--- src/rtl/capture_pkg.sv ---
// Shared definitions for the capture sequencer: state encoding and default widths.
package capture_pkg;

  localparam int unsigned DEFAULT_DIVIDER_WIDTH = 24;
  localparam int unsigned DEFAULT_COUNT_WIDTH   = 16;

  typedef enum logic [1:0] {
    ST_IDLE    = 2'd0,
    ST_ARMED   = 2'd1,
    ST_CAPTURE = 2'd2,
    ST_DONE    = 2'd3
  } state_t;

endpackage

--- src/rtl/sample_ticker.sv ---
// Reloadable down-counter: tick is high whenever the count is zero; on a tick the
// counter reloads, otherwise it decrements while enabled.
module sample_ticker #(
  parameter int unsigned WIDTH = 24
) (
  input  logic             clock,
  input  logic             reset,
  input  logic             clear,
  input  logic             enable,
  input  logic [WIDTH-1:0] reload,
  output logic             tick
);

  logic [WIDTH-1:0] r_count;

  always_ff @(posedge clock) begin
    if (reset || clear) begin
      r_count <= '0;
    end else if (enable) begin
      if (r_count == '0) r_count <= reload;
      else               r_count <= r_count - 1'b1;
    end
  end

  assign tick = (r_count == '0);

endmodule

--- src/rtl/capture_sequencer.sv ---
// Capture sequencer: on start, optionally waits for a trigger, then issues a strobe
// every (divider + 1) cycles until the latched number of samples has been taken.
module capture_sequencer
  import capture_pkg::*;
#(
  parameter int unsigned DIVIDER_WIDTH = DEFAULT_DIVIDER_WIDTH,
  parameter int unsigned COUNT_WIDTH   = DEFAULT_COUNT_WIDTH
) (
  input  logic                     clock,
  input  logic                     reset,
  input  logic                     start,
  input  logic                     abort,
  input  logic [DIVIDER_WIDTH-1:0] clock_divider,
  input  logic [COUNT_WIDTH-1:0]   sample_count,
  input  logic                     trigger_enable,
  input  logic                     trigger,
  output logic                     busy,
  output logic                     armed,
  output logic                     sample_strobe,
  output logic [COUNT_WIDTH-1:0]   sample_index,
  output logic                     done,
  output state_t                   dbg_state
);

  localparam logic [COUNT_WIDTH-1:0] ONE = {{(COUNT_WIDTH-1){1'b0}}, 1'b1};

  state_t                   r_state;
  state_t                   w_next;
  logic [DIVIDER_WIDTH-1:0] r_divider;
  logic [COUNT_WIDTH-1:0]   r_count;
  logic [COUNT_WIDTH-1:0]   r_index;
  logic                     r_trig_en;
  logic                     w_tick;
  logic                     w_strobe;
  logic                     w_last;
  logic                     w_accept;

  // The ticker is held at zero outside CAPTURE, so the first capture cycle strobes.
  sample_ticker #(.WIDTH(DIVIDER_WIDTH)) u_ticker (
    .clock  (clock),
    .reset  (reset),
    .clear  (r_state != ST_CAPTURE),
    .enable (r_state == ST_CAPTURE),
    .reload (r_divider),
    .tick   (w_tick)
  );

  assign w_accept = (r_state == ST_IDLE) && start && !abort;
  assign w_strobe = (r_state == ST_CAPTURE) && w_tick;
  // r_count is nonzero whenever CAPTURE is reached, so the subtraction cannot underflow.
  assign w_last   = w_strobe && (r_index == (r_count - ONE));

  always_comb begin
    w_next = r_state;
    case (r_state)
      ST_IDLE: begin
        if (w_accept) begin
          if (sample_count == '0)  w_next = ST_DONE;
          else if (trigger_enable) w_next = ST_ARMED;
          else                     w_next = ST_CAPTURE;
        end
      end
      ST_ARMED: begin
        if (abort)                      w_next = ST_IDLE;
        else if (trigger && r_trig_en)  w_next = ST_CAPTURE;
      end
      ST_CAPTURE: begin
        if (abort)       w_next = ST_IDLE;
        else if (w_last) w_next = ST_DONE;
      end
      ST_DONE:  w_next = ST_IDLE;
      default:  w_next = ST_IDLE;
    endcase
  end

  always_ff @(posedge clock) begin
    if (reset) begin
      r_state   <= ST_IDLE;
      r_divider <= '0;
      r_count   <= '0;
      r_trig_en <= 1'b0;
      r_index   <= '0;
    end else begin
      r_state <= w_next;
      if (w_accept) begin
        r_divider <= clock_divider;
        r_count   <= sample_count;
        r_trig_en <= trigger_enable;
        r_index   <= '0;
      end else if (w_strobe && !abort) begin
        r_index <= r_index + ONE;
      end
    end
  end

  assign busy          = (r_state != ST_IDLE);
  assign armed         = (r_state == ST_ARMED);
  assign sample_strobe = w_strobe;
  assign sample_index  = r_index;
  assign done          = (r_state == ST_DONE);
  assign dbg_state     = r_state;

endmodule

--- config.mk ---
export PLATFORM = sky130hd
export DESIGN_NAME = capture_sequencer
export DESIGN_NICKNAME = d
export VERILOG_FILES = /design/src/rtl/capture_pkg.sv /design/src/rtl/sample_ticker.sv /design/src/rtl/capture_sequencer.sv
export SDC_FILE = /design/constraint.sdc
export NUM_CORES = 1
export LEC_CHECK = 0
export ABC_AREA = 1
export CORE_MARGIN = 2
export CORE_UTILIZATION = 43
export CTS_BUF_LIST = sky130_fd_sc_hd__clkbuf_8
export DETAILED_ROUTE_END_ITERATION = 16
export RECOVER_POWER = 25
export SYNTH_ARGS = -nofsm -noshare
export SYNTH_HDL_FRONTEND = slang
export SYNTH_HIERARCHICAL = 1
export SYNTH_SLANG_ARGS = --single-unit
--- constraint.sdc ---
create_clock -name clock -period 3.1 [get_ports clock]
set_input_delay 0.775 -clock clock [delete_from_list [all_inputs] [get_ports clock]]
set_output_delay 0.775 -clock clock [all_outputs]
set_load 0.1 [all_outputs]
# Yosys cells after proc, flatten, opt, wreduce, memory -nomap -nowiden
# Index checks and enable logic that the tools add are counted.
# word_totals
reg_bits	83
inputBits	46
wordCells	40
out_inout_bits	22
# op_classes
reduce_logical	14
mux	9
addsub	3
n_eq_ne	8
# op_table
cell	count
$logic_not 24->1	1
$mux 24	1
$sub 24x1->24 const B	1
$add 16x1->16 const B	1
$eq 16x16->1	1
$logic_not 16->1	1
$sub 16x1->16 const B	1
$mux 2	7
$pmux 2 s4	1
$logic_and 1x1->1	6
$eq 2x2->1 const B	2
$ne 2x2->1 const B	2
$ne 3x2->1 const B	1
$ne 3x3->1 const B	1
$reduce_and 3->1	1
$eq 2x1->1 const B	1
$logic_not 2->1	1
$reduce_bool 2->1	1
$reduce_or 2->1	1
$logic_not 1->1	1
$logic_or 1x1->1	1

# Longest topological paths before layout
# Gate-level depths: netlist (run 1).
# depth
word_depth	6
ltp_mapped	18
mapped_depth_nobuf	18

# Cells and area by module
# Netlist (run 1), hierarchy kept.
# by_module_without_submodules
mod	n_inst	area_per_inst_um2	cells_each	seq_area_each_um2
capture_sequencer	1	3059.2	467	1181.1
sample_ticker	1	1968.1	326	480.5

# Worst setup path after synthesis (run 1)
# Ideal clock, no wire load.
# synth_path
path_kind	reg-to-reg
start	reg r_state[1], in the netlist dbg_state[1]
end	reg r_state[1], in the netlist dbg_state[1]
synth_period_minus_slack_ps	3334
arrival_ps	3216
setup_slack_ps	-234
stages_incl_launch_ff	12
setup_time_ps	118
required_ps	2982
path_buffers	0
path_cell_list	dfxtp_1 > nand2_2 > nor2_1 > nand3_1 > nor2_1 > nand2_1 > nor2_1 > nand2_1 > nor2_1 > nand2_1 > nand2_1 > a21oi_1
# synth_between
elab_chain_len	5
elab_cells_between_ends	13
cone_classes	eq/ne (6); mux (1); reduce/logical (6)
# synth_rtl
element	line_no	rtl
from (decl)	capture_sequencer.sv:27	state_t r_state;
from (signal assigned)	capture_sequencer.sv:84	r_state <= w_next;
$eq 2x2->1	capture_sequencer.sv:49	assign w_strobe = (r_state == ST_CAPTURE) && w_tick;
$logic_and 1x1->1	capture_sequencer.sv:49	
named net sample_strobe	capture_sequencer.sv:19	output logic sample_strobe,
$logic_and 1x1->1	capture_sequencer.sv:51	assign w_last = w_strobe && (r_index == (r_count - ONE));
$ne 3x3->1 (no line)	n/a	
$reduce_and 3->1 (no line)	n/a	
# The timed path passes the listed nets, and every way through them passes these cells.
# A chain may end at the register's enable or synchronous reset.

# Final worst setup path (run 1)
# layout_path
start	reg u_ticker.r_count[13]
end	out sample_strobe
# layout_between
elab_chain_len	2
# layout_rtl
element	line_no	rtl
from (decl)	sample_ticker.sv:14	logic [WIDTH-1:0] r_count;
from (signal assigned)	sample_ticker.sv:20	if (r_count == '0) r_count <= reload;
from (signal assigned)	sample_ticker.sv:21	else r_count <= r_count - 1'b1;
$logic_not 24->1	sample_ticker.sv:25	assign tick = (r_count == '0);
named net w_tick	capture_sequencer.sv:33	logic w_tick;
$logic_and 1x1->1	capture_sequencer.sv:49	
to (decl)	capture_sequencer.sv:19	
# The timed path passes the listed nets, and every way through them passes these cells.

==> results of run 1 <==
[power breakdown]
| part | internal [mW] | switching, mW |
|---|---|---|
| combinational | 0.549 | 1.31 |
| clock | 0.329 | 0.415 |
| sequential | 1.19 | 0.116 |
| total | 2.07 | 1.84 |
[worst max-delay path, delay by kind of cell (launching register included)]
kind / cells / cell delay (ps)
AND/OR/NAND/NOR: 5 / 900
buffers and inverters: 3 / 410
flip-flops: 1 / 350
[placed cells by master, fill, tap and decap left out, types with 7 or more instances in the layout]
master,instances
sky130_fd_sc_hd__a21oi_1,42
sky130_fd_sc_hd__buf_4,18
sky130_fd_sc_hd__clkbuf_1,7
sky130_fd_sc_hd__clkbuf_8,11
sky130_fd_sc_hd__clkdlybuf4s50_1,44
sky130_fd_sc_hd__dfxtp_1,83
sky130_fd_sc_hd__inv_1,74
sky130_fd_sc_hd__nand2_1,190
sky130_fd_sc_hd__nand3_1,42
sky130_fd_sc_hd__nand3_2,12
sky130_fd_sc_hd__nand3b_1,8
sky130_fd_sc_hd__nand4_1,15
sky130_fd_sc_hd__nor2_1,173
sky130_fd_sc_hd__nor2_2,16
sky130_fd_sc_hd__nor2_4,7
sky130_fd_sc_hd__o21ai_0,50
sky130_fd_sc_hd__xnor2_1,8
sky130_fd_sc_hd__xor2_1,11
[per-stage QoR]
step           power (mW)  std cells  utilization  hold WS (ps)
2_1_floorplan        2.80        793            -           447
6_report             3.92        999        0.515           488
4_1_cts              3.97        999        0.519           489
3_5_place_dp         3.22        983        0.503           475
5_1_grt              4.23        999        0.515           509
3_3_place_gp         3.19        983        0.503           467
[path summary, 6_finish.rpt]
kind,start,to,slack [ps],cells after the start
worst max-delay path,u_ticker/r_count[13],sample_strobe,290,8
worst min-delay path,r_count[1],r_count[1],490,2
worst max register to register,u_ticker/r_count[13],dbg_state[0],720,17
worst min register to register,r_count[1],r_count[1],490,2
[final cells by class]
type	count	area [um2]
Clock buffer	11	151
Clock inverter	5	27.5
Fill cell	1196	5530
Inverter	78	294
Multi-Input combinational cell	607	2940
Sequential cell	83	1660
Tap cell	143	179
Timing Repair Buffer	72	637
[state kept, by name, indices dropped and copies added, names as in the netlist]
register,cells
r_count,16
r_divider,24
dbg_state,2
u_ticker/r_count,24
sample_index,16
r_trig_en,1
[per-layer routing]
layer / up-vias / GRT usage / part of all wire
li1: 2632 / - / -
met1: 2302 / 0.296 / 0.47
met2: 104 / 0.361 / 0.47
met3: 19 / 0.0308 / 0.042
met4: 0 / 0.0846 / 0.019
met5: - / 0 / 0
[logic make-up after synthesis]
| group | Yosys count | synth area share |
|---|---|---|
| simple gates | 485 | 0.439 |
| buf+inv | 103 | 0.0846 |
| compound gates | 99 | 0.103 |
| flops | 83 | 0.331 |
| xor+xnor | 19 | 0.0331 |
| fa+ha+maj | 4 | 0.00996 |
==> results.txt, run 1 <==
----------------------------------------------------
[Status]
  Status ... complete, no violations

[Logic synthesis]
  Top cell types by occurrence after synthesis ... sky130_fd_sc_hd__nand2_1 (189), sky130_fd_sc_hd__nor2_1 (174), sky130_fd_sc_hd__dfxtp_1 (83)
  Syn Nets ... roughly 840
  Fraction of the yosys area taken by sequential cells ... 0.331
  Most common flop cell mapped by yosys ... sky130_fd_sc_hd__dfxtp_1
  Distinct cell type count after synthesis ... 34
  Syn. warnings ... 6
  Post-Syn Area ... about 5000 um2
  Mean cell area of the mapped netlist ... between 6 and 7 um2
  Library cell occupying the most area in the post-synthesis netlist ... sky130_fd_sc_hd__dfxtp_1
  Number of enable-type register cells in the synthesized netlist ... 0
  Async set-reset flop share out of synthesis ... 0
  Fraction of synthesized cell area taken by the top area cell type ... 0.331
  Top cells by area in the synthesized netlist ... sky130_fd_sc_hd__dfxtp_1 (33%), sky130_fd_sc_hd__nand2_1 (14%), sky130_fd_sc_hd__nor2_1 (13%)
  Cell count after synthesis ... 793
  Post-synthesis register bit count ... 83
  Most instantiated library cell after synthesis ... sky130_fd_sc_hd__nand2_1

[Power]
  Leak pwr ... 2.59 nW
  Areal power density over the cells ... ~670 nW/um2
  Worst vdd rail ir drop ... about 0.83 mV

[Floorplanning]
  Height of the chip ... about 110 um
  Width of the die ... 112 um
  Starting density of the core ... 0.440
  Total core area ... 11400 um2
  Die Outline Area ... between 10000 and 15000 um2
  Top Ports ... 68
  Placement Rows ... 39

[STA]
  Slew margin rel. ... 0.146
  Ratio of final minimum period to clock period ... 0.906
  Worst Max-Slew Pin Slew ... ~1300 ps
  Clock period minus worst slack ... between 2000 and 3000 ps
  Largest clock skew in the final design ... ~14 ps
  Final setup violation count ... 0
  Hold violation total from the final report ... 0
  Final Slew Violations ... 0
  Max Clock Freq ... around 360 MHz
  Unrepaired setup endpoints after global routing ... no
  Total negative slack for setup checks ... 0 ps
  Final setup margin ... between 200 and 300 ps

[Critical path]
  Series of cell instances along the critical path ... nor2_1 -> nand2_1 -> nor3_1 -> nand2_1 -> inv_1 -> inv_1 -> nor2_2 -> buf_12
  Crit end category ... output port
  Required time of the critical path ... approximately 2300 ps
  Data arrival time of the worst path ... 2030 ps
  Startpoint types ... flip-flop
  Peak per-stage delay on the critical path ... ~350 ps
  Slowest cell on the critical path ... sky130_fd_sc_hd__dfxtp_1
  Path type of the worst setup path ... flip-flop to output port
  Crit Path Max Fanout ... 5

[Clock tree]
  CTS tree ... yes
  Post-cts repair resize count ... 0
  Clock buffers created by TritonCTS ... 9
  Clk sink count ... 83
  Maximum clock insertion buffer count ... 2
  CTS hold repair buffers ... 0
  H-tree Lvls ... 3
  Setup repair bufs after CTS ... 0
  Root buffer cell ... sky130_fd_sc_hd__clkbuf_8
  Clock Latency Late Sink ... between 300 and 400 ps
  CTS clk-pin slew, worst paths ... approximately 90 ps

[Global routing]
  Wire length of the first global-routing pass ... roughly 23 mm
  GR Overflow Total ... 0
  Vias in the first global route ... ~4700
  Pin count of the biggest net entering global routing ... 46
  Antenna violations before repair ... 0
  GRT Overall Usage ... 0.221

[Layout]
  N_diodes ... 0
  Fraction of layout instances using a drive strength above 1 ... 0.106
  Area growth, synth to finish ... 17.1%
  Net total in the final layout ... 901
  Design Area, Final ... 5890 um2

[Place]
  Count of buffers from port buffering ... 67
  Placement Setup Slack ... 473 ps
  Placed wire-length estimate ... 10.3 mm
  Final RePlAce weighted congestion ... 0.890
  Post-detailed-placement cell area ... between 5000 and 6000 um2

[Drt]
  Drt first-iter violations ... a little under 200
  Count of nets left with antenna violations after detail routing ... 0
  # DRC ... 0
  Count of vias placed by the detailed router ... between 5000 and 6000
  Number of vias per cell after detailed routing ... slightly above 5
  Routed len/inst ... 13.5 um
  DRT Pass-1 Iters ... 4
  Post-detailed-routing wire length ... 13.5 mm

[Worst hold path]
  Class of the tightest hold or removal check ... flip-flop to flip-flop

[Run]
  Total of max-cap violations ... 0

----------------------------------------------------
No activity file was read; power rests on OpenSTA's default activity.
==> run 2: changes to the inputs <==
--- a/config.mk
+++ b/config.mk
@@ -10,6 +10,7 @@
 export CORE_UTILIZATION = 43
 export CTS_BUF_LIST = sky130_fd_sc_hd__clkbuf_8
 export DETAILED_ROUTE_END_ITERATION = 16
+export PLACE_DENSITY = 0.73
 export RECOVER_POWER = 25
 export SYNTH_ARGS = -nofsm -noshare
 export SYNTH_HDL_FRONTEND = slang
==> results.txt, run 2 (same netlist as run 1, synthesis figures left out) <==
----------------------------------------------------
[Drt]
  DRT Pass-1 Iters ... 4 (unchanged)
  Number of vias per cell after detailed routing ... 4.98 (-1.7%)
  Post-detailed-routing wire length ... 12.5 mm (-7.7%)
  # DRC ... 0 (unchanged)
  Routed len/inst ... 12.5 um (-7.5%)
  Count of nets left with antenna violations after detail routing ... 0 (unchanged)
  Drt first-iter violations ... 280 (+41%)
  Count of vias placed by the detailed router ... 4962 (-1.9%)

[Critical path]
  Crit end category ... flip-flop
  Delay-heaviest family, CP ... buffers and inverters
  Path type of the worst setup path ... primary input to flip-flop
  Crit Path Max Fanout ... 39 (+34)
  R2r worst-path depth ... 7 (-10)
  WP buf/inv ... 2 (-1)
  Reg2Reg Capture Point ... r_count[3]
  Series of cell instances along the critical path ... dlygate4sd3_1 -> nor2_1 -> nand2_1 -> dlymetal6s2s_1 -> o21ai_0 -> a21oi_1
  Worst r2r src ... dbg_state[1]
  Peak per-stage delay on the critical path ... 910 ps (+560 ps)
  R2R setup slack ... 700 ps (-20 ps)
  Data arrival time of the worst path ... 3120 ps (+1090 ps)
  Startpoint types ... primary input
  Required time of the critical path ... 3400 ps (+1080 ps)
  Slowest cell on the critical path ... sky130_fd_sc_hd__dlymetal6s2s_1

[Power]
  Leak pwr ... 2.56 nW (-1.4%)
  Areal power density over the cells ... 692 nW/um2 (+4.0%)
  Worst vdd rail ir drop ... 0.528 mV (-36%)

[Floorplanning]
  Height of the chip ... 112 um (unchanged)
  Die Outline Area ... 12600 um2 (unchanged)
  Top Ports ... 68 (unchanged)
  Placement Rows ... 39 (unchanged)
  Total core area ... 11400 um2 (unchanged)
  Starting density of the core ... 0.440 (unchanged)
  Width of the die ... 112 um (unchanged)

[STA]
  Hold violation total from the final report ... 0 (unchanged)
  Largest clock skew in the final design ... 11.1 ps (-2.59 ps)
  Final Slew Violations ... 0 (unchanged)
  Final setup violation count ... 0 (unchanged)
  Worst Max-Slew Pin Slew ... 1160 ps (-119 ps)
  Slew margin rel. ... 0.229 (+0.0826)
  Unrepaired setup endpoints after global routing ... no
  Ratio of final minimum period to clock period ... 0.909 (+0.00353)
  Final setup margin ... 282 ps (-10.9 ps)
  Max Clock Freq ... 355 MHz (-0.39%)
  Total negative slack for setup checks ... 0 ps (unchanged)
  Clock period minus worst slack ... 2820 ps (+10.9 ps)

[Clock tree]
  Post-cts repair resize count ... 0 (unchanged)
  H-tree Lvls ... 3 (unchanged)
  CTS clk-pin slew, worst paths ... 90 ps (about the same)
  Maximum clock insertion buffer count ... 2 (unchanged)
  Clock Latency Late Sink ... 370 ps (about the same)
  CTS tree ... yes
  Clock buffers created by TritonCTS ... 9 (unchanged)
  CTS hold repair buffers ... 0 (unchanged)
  Clk sink count ... 83 (unchanged)
  Setup repair bufs after CTS ... 0 (unchanged)
  Root buffer cell ... sky130_fd_sc_hd__clkbuf_8

[Layout]
  Leading cell type in the layout, fill and taps excluded ... sky130_fd_sc_hd__nand2_1
  Net total in the final layout ... 900 (-0.11%)
  Area growth, synth to finish ... 17.3%
  Sequential cell area ... 1660 um2 (unchanged)
  N_diodes ... 0 (unchanged)
  Largest registers ... r_divider (24), u_ticker/r_count (24)
  Fill cell total of the finished layout ... 1211 (+1.3%)
  Fraction of layout instances using a drive strength above 1 ... 0.0913 (-0.0150)
  Area of the multi-input gates ... 2930 um2 (-0.26%)
  Commonest cells after routing, fill and taps aside ... sky130_fd_sc_hd__nand2_1 (189), sky130_fd_sc_hd__nor2_1 (174), sky130_fd_sc_hd__dfxtp_1 (83)

[Run]
  Total of max-cap violations ... 0 (unchanged)

[Global routing]
  GRT Overall Usage ... 0.204 (-0.0162)
  GR Overflow Total ... 0 (unchanged)
  Pin count of the biggest net entering global routing ... 46 (unchanged)
  Wire length of the first global-routing pass ... 21.2 mm (-6.3%)
  Vias in the first global route ... 4598 (-3.0%)
  Antenna violations before repair ... 0 (unchanged)

[Place]
  Count of buffers from port buffering ... 67 (unchanged)
  Final RePlAce weighted congestion ... 0.891 (+0.20%)
  Placed wire-length estimate ... 9.38 mm (-9.1%)
  Placement Setup Slack ... 584 ps (+112 ps)

[Worst hold path]
  Class of the tightest hold or removal check ... flip-flop to flip-flop
  WHS Path Cells ... 2 (unchanged)
  Startpoint of the tightest hold check path ... r_count[1]
  Worst Hold Endpoint ... r_count[1]

[Status]
  Status ... complete, no violations

----------------------------------------------------
[run 2: cell types whose count changed in the layout (fill, tap and decap cells not counted), moves of 2 or more]
cell / delta
sky130_fd_sc_hd__clkbuf_1: +11
sky130_fd_sc_hd__clkbuf_8: -2
sky130_fd_sc_hd__clkinv_2: -4
sky130_fd_sc_hd__bufinv_16: +3
sky130_fd_sc_hd__clkinv_4: +2
sky130_fd_sc_hd__buf_4: -12
[run 2: report_power, final]
group          switching [mW]  internal [mW]  leakage (nW)
clock                   0.419          0.533         0.115
sequential              0.109           1.19         0.675
combinational            1.28          0.542          1.77
total                    1.81           2.27          2.56
[run 2: layer usage]
metal | share of wire | GRT usage
met1 | 0.45 | 0.255
met2 | 0.49 | 0.358
met3 | 0.043 | 0.0464
met4 | 0.013 | 0.0504
met5 | 0 | 0
[run 2: final cells by class]
cell class                      count  share of cell area
Multi-Input combinational cell    607               0.496
Sequential cell                    83               0.282
Clock buffer                        9              0.0210
Clock inverter                      6              0.0195
Tap cell                          143              0.0303
Timing Repair Buffer               71               0.101
Inverter                           78              0.0499
[run 2: worst max path at each step]
stage                               startpoint              end  slack (ps)  depth (start not counted)
after floorplan                   dbg_state[1]     dbg_state[1]         240                         11
after global placement         sample_count[5]     dbg_state[0]         620                          8
after detailed placement                 abort  sample_index[1]         580                          7
after CTS                 u_ticker/r_count[13]    sample_strobe         270                          8
after global routing                     abort       r_count[1]          90                          6
final                                    abort       r_count[3]         280                          6
[run 2: through the flow]
stage | instance area [um2] | hold WS, ps | utilization | total power, mW | std cells
global placement | 5750 | 465 | 0.504 | 3.16 | 982
global route | 5900 | 510 | 0.516 | 4.40 | 997
detailed placement | 5750 | 467 | 0.504 | 3.18 | 982
floorplan | 5030 | 447 | - | 2.80 | 793
CTS | 5990 | 481 | 0.525 | 4.13 | 997
finish | 5900 | 481 | 0.516 | 4.08 | 997
[run 2: worst register-to-register path, stage by stage, from the launching register on]
cell,delay (ps)
sky130_fd_sc_hd__dfxtp_1,430
sky130_fd_sc_hd__inv_1,80
sky130_fd_sc_hd__nand2_1,100
sky130_fd_sc_hd__inv_1,80
sky130_fd_sc_hd__nand2_1,260
sky130_fd_sc_hd__dlymetal6s2s_1,910
sky130_fd_sc_hd__o21ai_0,300
sky130_fd_sc_hd__a21oi_1,180
==> run 3: changes to the inputs <==
--- a/config.mk
+++ b/config.mk
@@ -7,10 +7,10 @@
 export LEC_CHECK = 0
 export ABC_AREA = 1
 export CORE_MARGIN = 2
-export CORE_UTILIZATION = 43
+export CORE_UTILIZATION = 55
 export CTS_BUF_LIST = sky130_fd_sc_hd__clkbuf_8
 export DETAILED_ROUTE_END_ITERATION = 16
-export PLACE_DENSITY = 0.73
+export PLACE_DENSITY = 0.88
 export RECOVER_POWER = 25
 export SYNTH_ARGS = -nofsm -noshare
 export SYNTH_HDL_FRONTEND = slang
==> results.txt, run 3 (same netlist as run 1, synthesis figures left out) <==
----------------------------------------------------
[Clock tree]
  Root buffer cell ... sky130_fd_sc_hd__clkbuf_8
  CTS tree ... yes
  Maximum clock insertion buffer count ... 2 (unchanged)
  CTS hold repair buffers ... 0 (unchanged)
  CTS clk-pin slew, worst paths ... 90 ps (about the same)
  Clock Latency Late Sink ... 370 ps (about the same)
  H-tree Lvls ... 3 (unchanged)
  Clk sink count ... 83 (unchanged)
  Clock buffers created by TritonCTS ... 9 (unchanged)
  Post-cts repair resize count ... 0 (unchanged)
  Setup repair bufs after CTS ... 0 (unchanged)

[STA]
  Final setup violation count ... 0 (unchanged)
  Unrepaired setup endpoints after global routing ... no
  Total negative slack for setup checks ... 0 ps (unchanged)
  Hold violation total from the final report ... 0 (unchanged)
  Largest clock skew in the final design ... 16.9 ps (+5.87 ps)
  Clock period minus worst slack ... 2770 ps (-50.2 ps)
  Final Slew Violations ... 0 (unchanged)
  Ratio of final minimum period to clock period ... 0.893 (-0.0162)
  Slew margin rel. ... 0.227 (-0.00243)
  Worst Max-Slew Pin Slew ... 1160 ps (+3.67 ps)
  Max Clock Freq ... 361 MHz (+1.8%)

[Place]
  Final RePlAce weighted congestion ... 0.985 (+11%)
  Placed wire-length estimate ... 9.51 mm (+1.4%)
  Post-detailed-placement cell area ... 5690 um2 (-1.1%)
  Count of buffers from port buffering ... 67 (unchanged)
  Dpl cells ... 946 (-3.7%)

[Layout]
  Leading cell type in the layout, fill and taps excluded ... sky130_fd_sc_hd__nand2_1
  Design Area, Final ... 5830 um2 (-1.1%)
  Area growth, synth to finish ... 16.0%
  Largest registers ... r_divider (24), u_ticker/r_count (24)
  Commonest cells after routing, fill and taps aside ... sky130_fd_sc_hd__nand2_1 (190), sky130_fd_sc_hd__nor2_1 (172), sky130_fd_sc_hd__dfxtp_1 (83)
  N_diodes ... 0 (unchanged)
  Fraction of layout instances using a drive strength above 1 ... 0.107 (+0.0152)
  Net total in the final layout ... 899 (-0.11%)
  Cell Count, Final, Fillers Out ... 962 (-3.5%)

[Global routing]
  Antenna violations before repair ... 0 (unchanged)
  Pin count of the biggest net entering global routing ... 50 (+8.7%)
  GR Overflow Total ... 0 (unchanged)
  GRT Overall Usage ... 0.265 (+0.0611)
  Met1 GRT Util ... 0.369 (+0.113)
  Global routing usage on met2 ... 0.428 (+0.0699)
  Global routing met3 resource utilization ... 0.0429 (-0.00357)
  Layer with the highest usage after global routing ... met2
  Vias in the first global route ... 4805 (+4.5%)
  Wire length of the first global-routing pass ... 21.6 mm (+2.0%)

[Drt]
  Drt first-iter violations ... 332 (+19%)
  Number of vias per cell after detailed routing ... 5.39 (+8.3%)
  Post-detailed-routing wire length ... 12.7 mm (+1.9%)
  DRT Pass-1 Iters ... 5 (+1)
  # DRC ... 0 (unchanged)
  Count of vias placed by the detailed router ... 5184 (+4.5%)
  Count of nets left with antenna violations after detail routing ... 0 (unchanged)
  Routed len/inst ... 13.2 um (+5.6%)

[Critical path]
  Required time of the critical path ... 2320 ps (-1080 ps)
  Path type of the worst setup path ... flip-flop to output port
  Data arrival time of the worst path ... 1990 ps (-1130 ps)
  Startpoint types ... flip-flop
  Crit Path Max Fanout ... 5 (-87%)
  Crit end category ... output port

[Floorplanning]
  Total core area ... 8810 um2 (-23%)
  Die Outline Area ... 9920 um2 (-21%)
  Top Ports ... 68 (unchanged)
  Height of the chip ... 99.6 um (-11%)
  Width of the die ... 99.6 um (-11%)
  Starting density of the core ... 0.571 (+0.131)
  Placement Rows ... 34 (-13%)

[Power]
  Areal power density over the cells ... 666 nW/um2 (-3.8%)
  PnR Total Power ... 3.88 mW (-4.8%)
  Leak pwr ... 2.57 nW (+0.56%)
  Worst vdd rail ir drop ... 0.843 mV (+60%)

[Status]
  Status ... complete, no violations

[Run]
  Total of max-cap violations ... 0 (unchanged)

[Worst hold path]
  Class of the tightest hold or removal check ... flip-flop to flip-flop

----------------------------------------------------
-- run 3: path summary, 6_finish.rpt --
check | startpoint | endpoint | slack (ps) | cells after the start
max reg2reg | u_ticker/r_count[13] | dbg_state[1] | 810 | 16
max | u_ticker/r_count[13] | sample_strobe | 330 | 8
min | u_ticker/r_count[23] | u_ticker/r_count[23] | 490 | 2
min reg2reg | u_ticker/r_count[23] | u_ticker/r_count[23] | 490 | 2
-- run 3: power by group --
part           switching [mW]  internal (mW)
Combinational            1.31          0.546
Clock                   0.427          0.295
Sequential              0.116           1.19
Total                    1.85           2.03
-- run 3: critical path, cell delays in order, from the launching register on --
cell                      delay, ps
sky130_fd_sc_hd__dfxtp_1        350
sky130_fd_sc_hd__nor2_1         150
sky130_fd_sc_hd__nand2_1        170
sky130_fd_sc_hd__nor3_1         200
sky130_fd_sc_hd__nand2_1        150
sky130_fd_sc_hd__inv_1          160
sky130_fd_sc_hd__inv_1           70
sky130_fd_sc_hd__nor2_2         180
sky130_fd_sc_hd__buf_12         200
-- run 3: area by class of cell --
class	instances	area (um2)
clock buffer	9	124
clock inverter	7	51.3
fill	768	2980
inverter	78	294
multi-input combinational	607	2940
sequential	83	1660
tap	108	135
timing repair buffer	70	622
-- run 3: per-stage QoR --
stage / hold WS [ps] / worst slack (ps) / utilization
3_5_place_dp: 474 / 642 / 0.646
3_3_place_gp: 462 / 654 / 0.646
6_report: 486 / 332 / 0.662
4_1_cts: 487 / 360 / 0.666
5_1_grt: 517 / 140 / 0.662
2_1_floorplan: 447 / 245 / -
-- run 3: metal layers --
metal,vias up,part of all wire
met5,-,0
met4,0,0.017
met3,29,0.083
met2,220,0.44
met1,2306,0.46
li1,2629,-
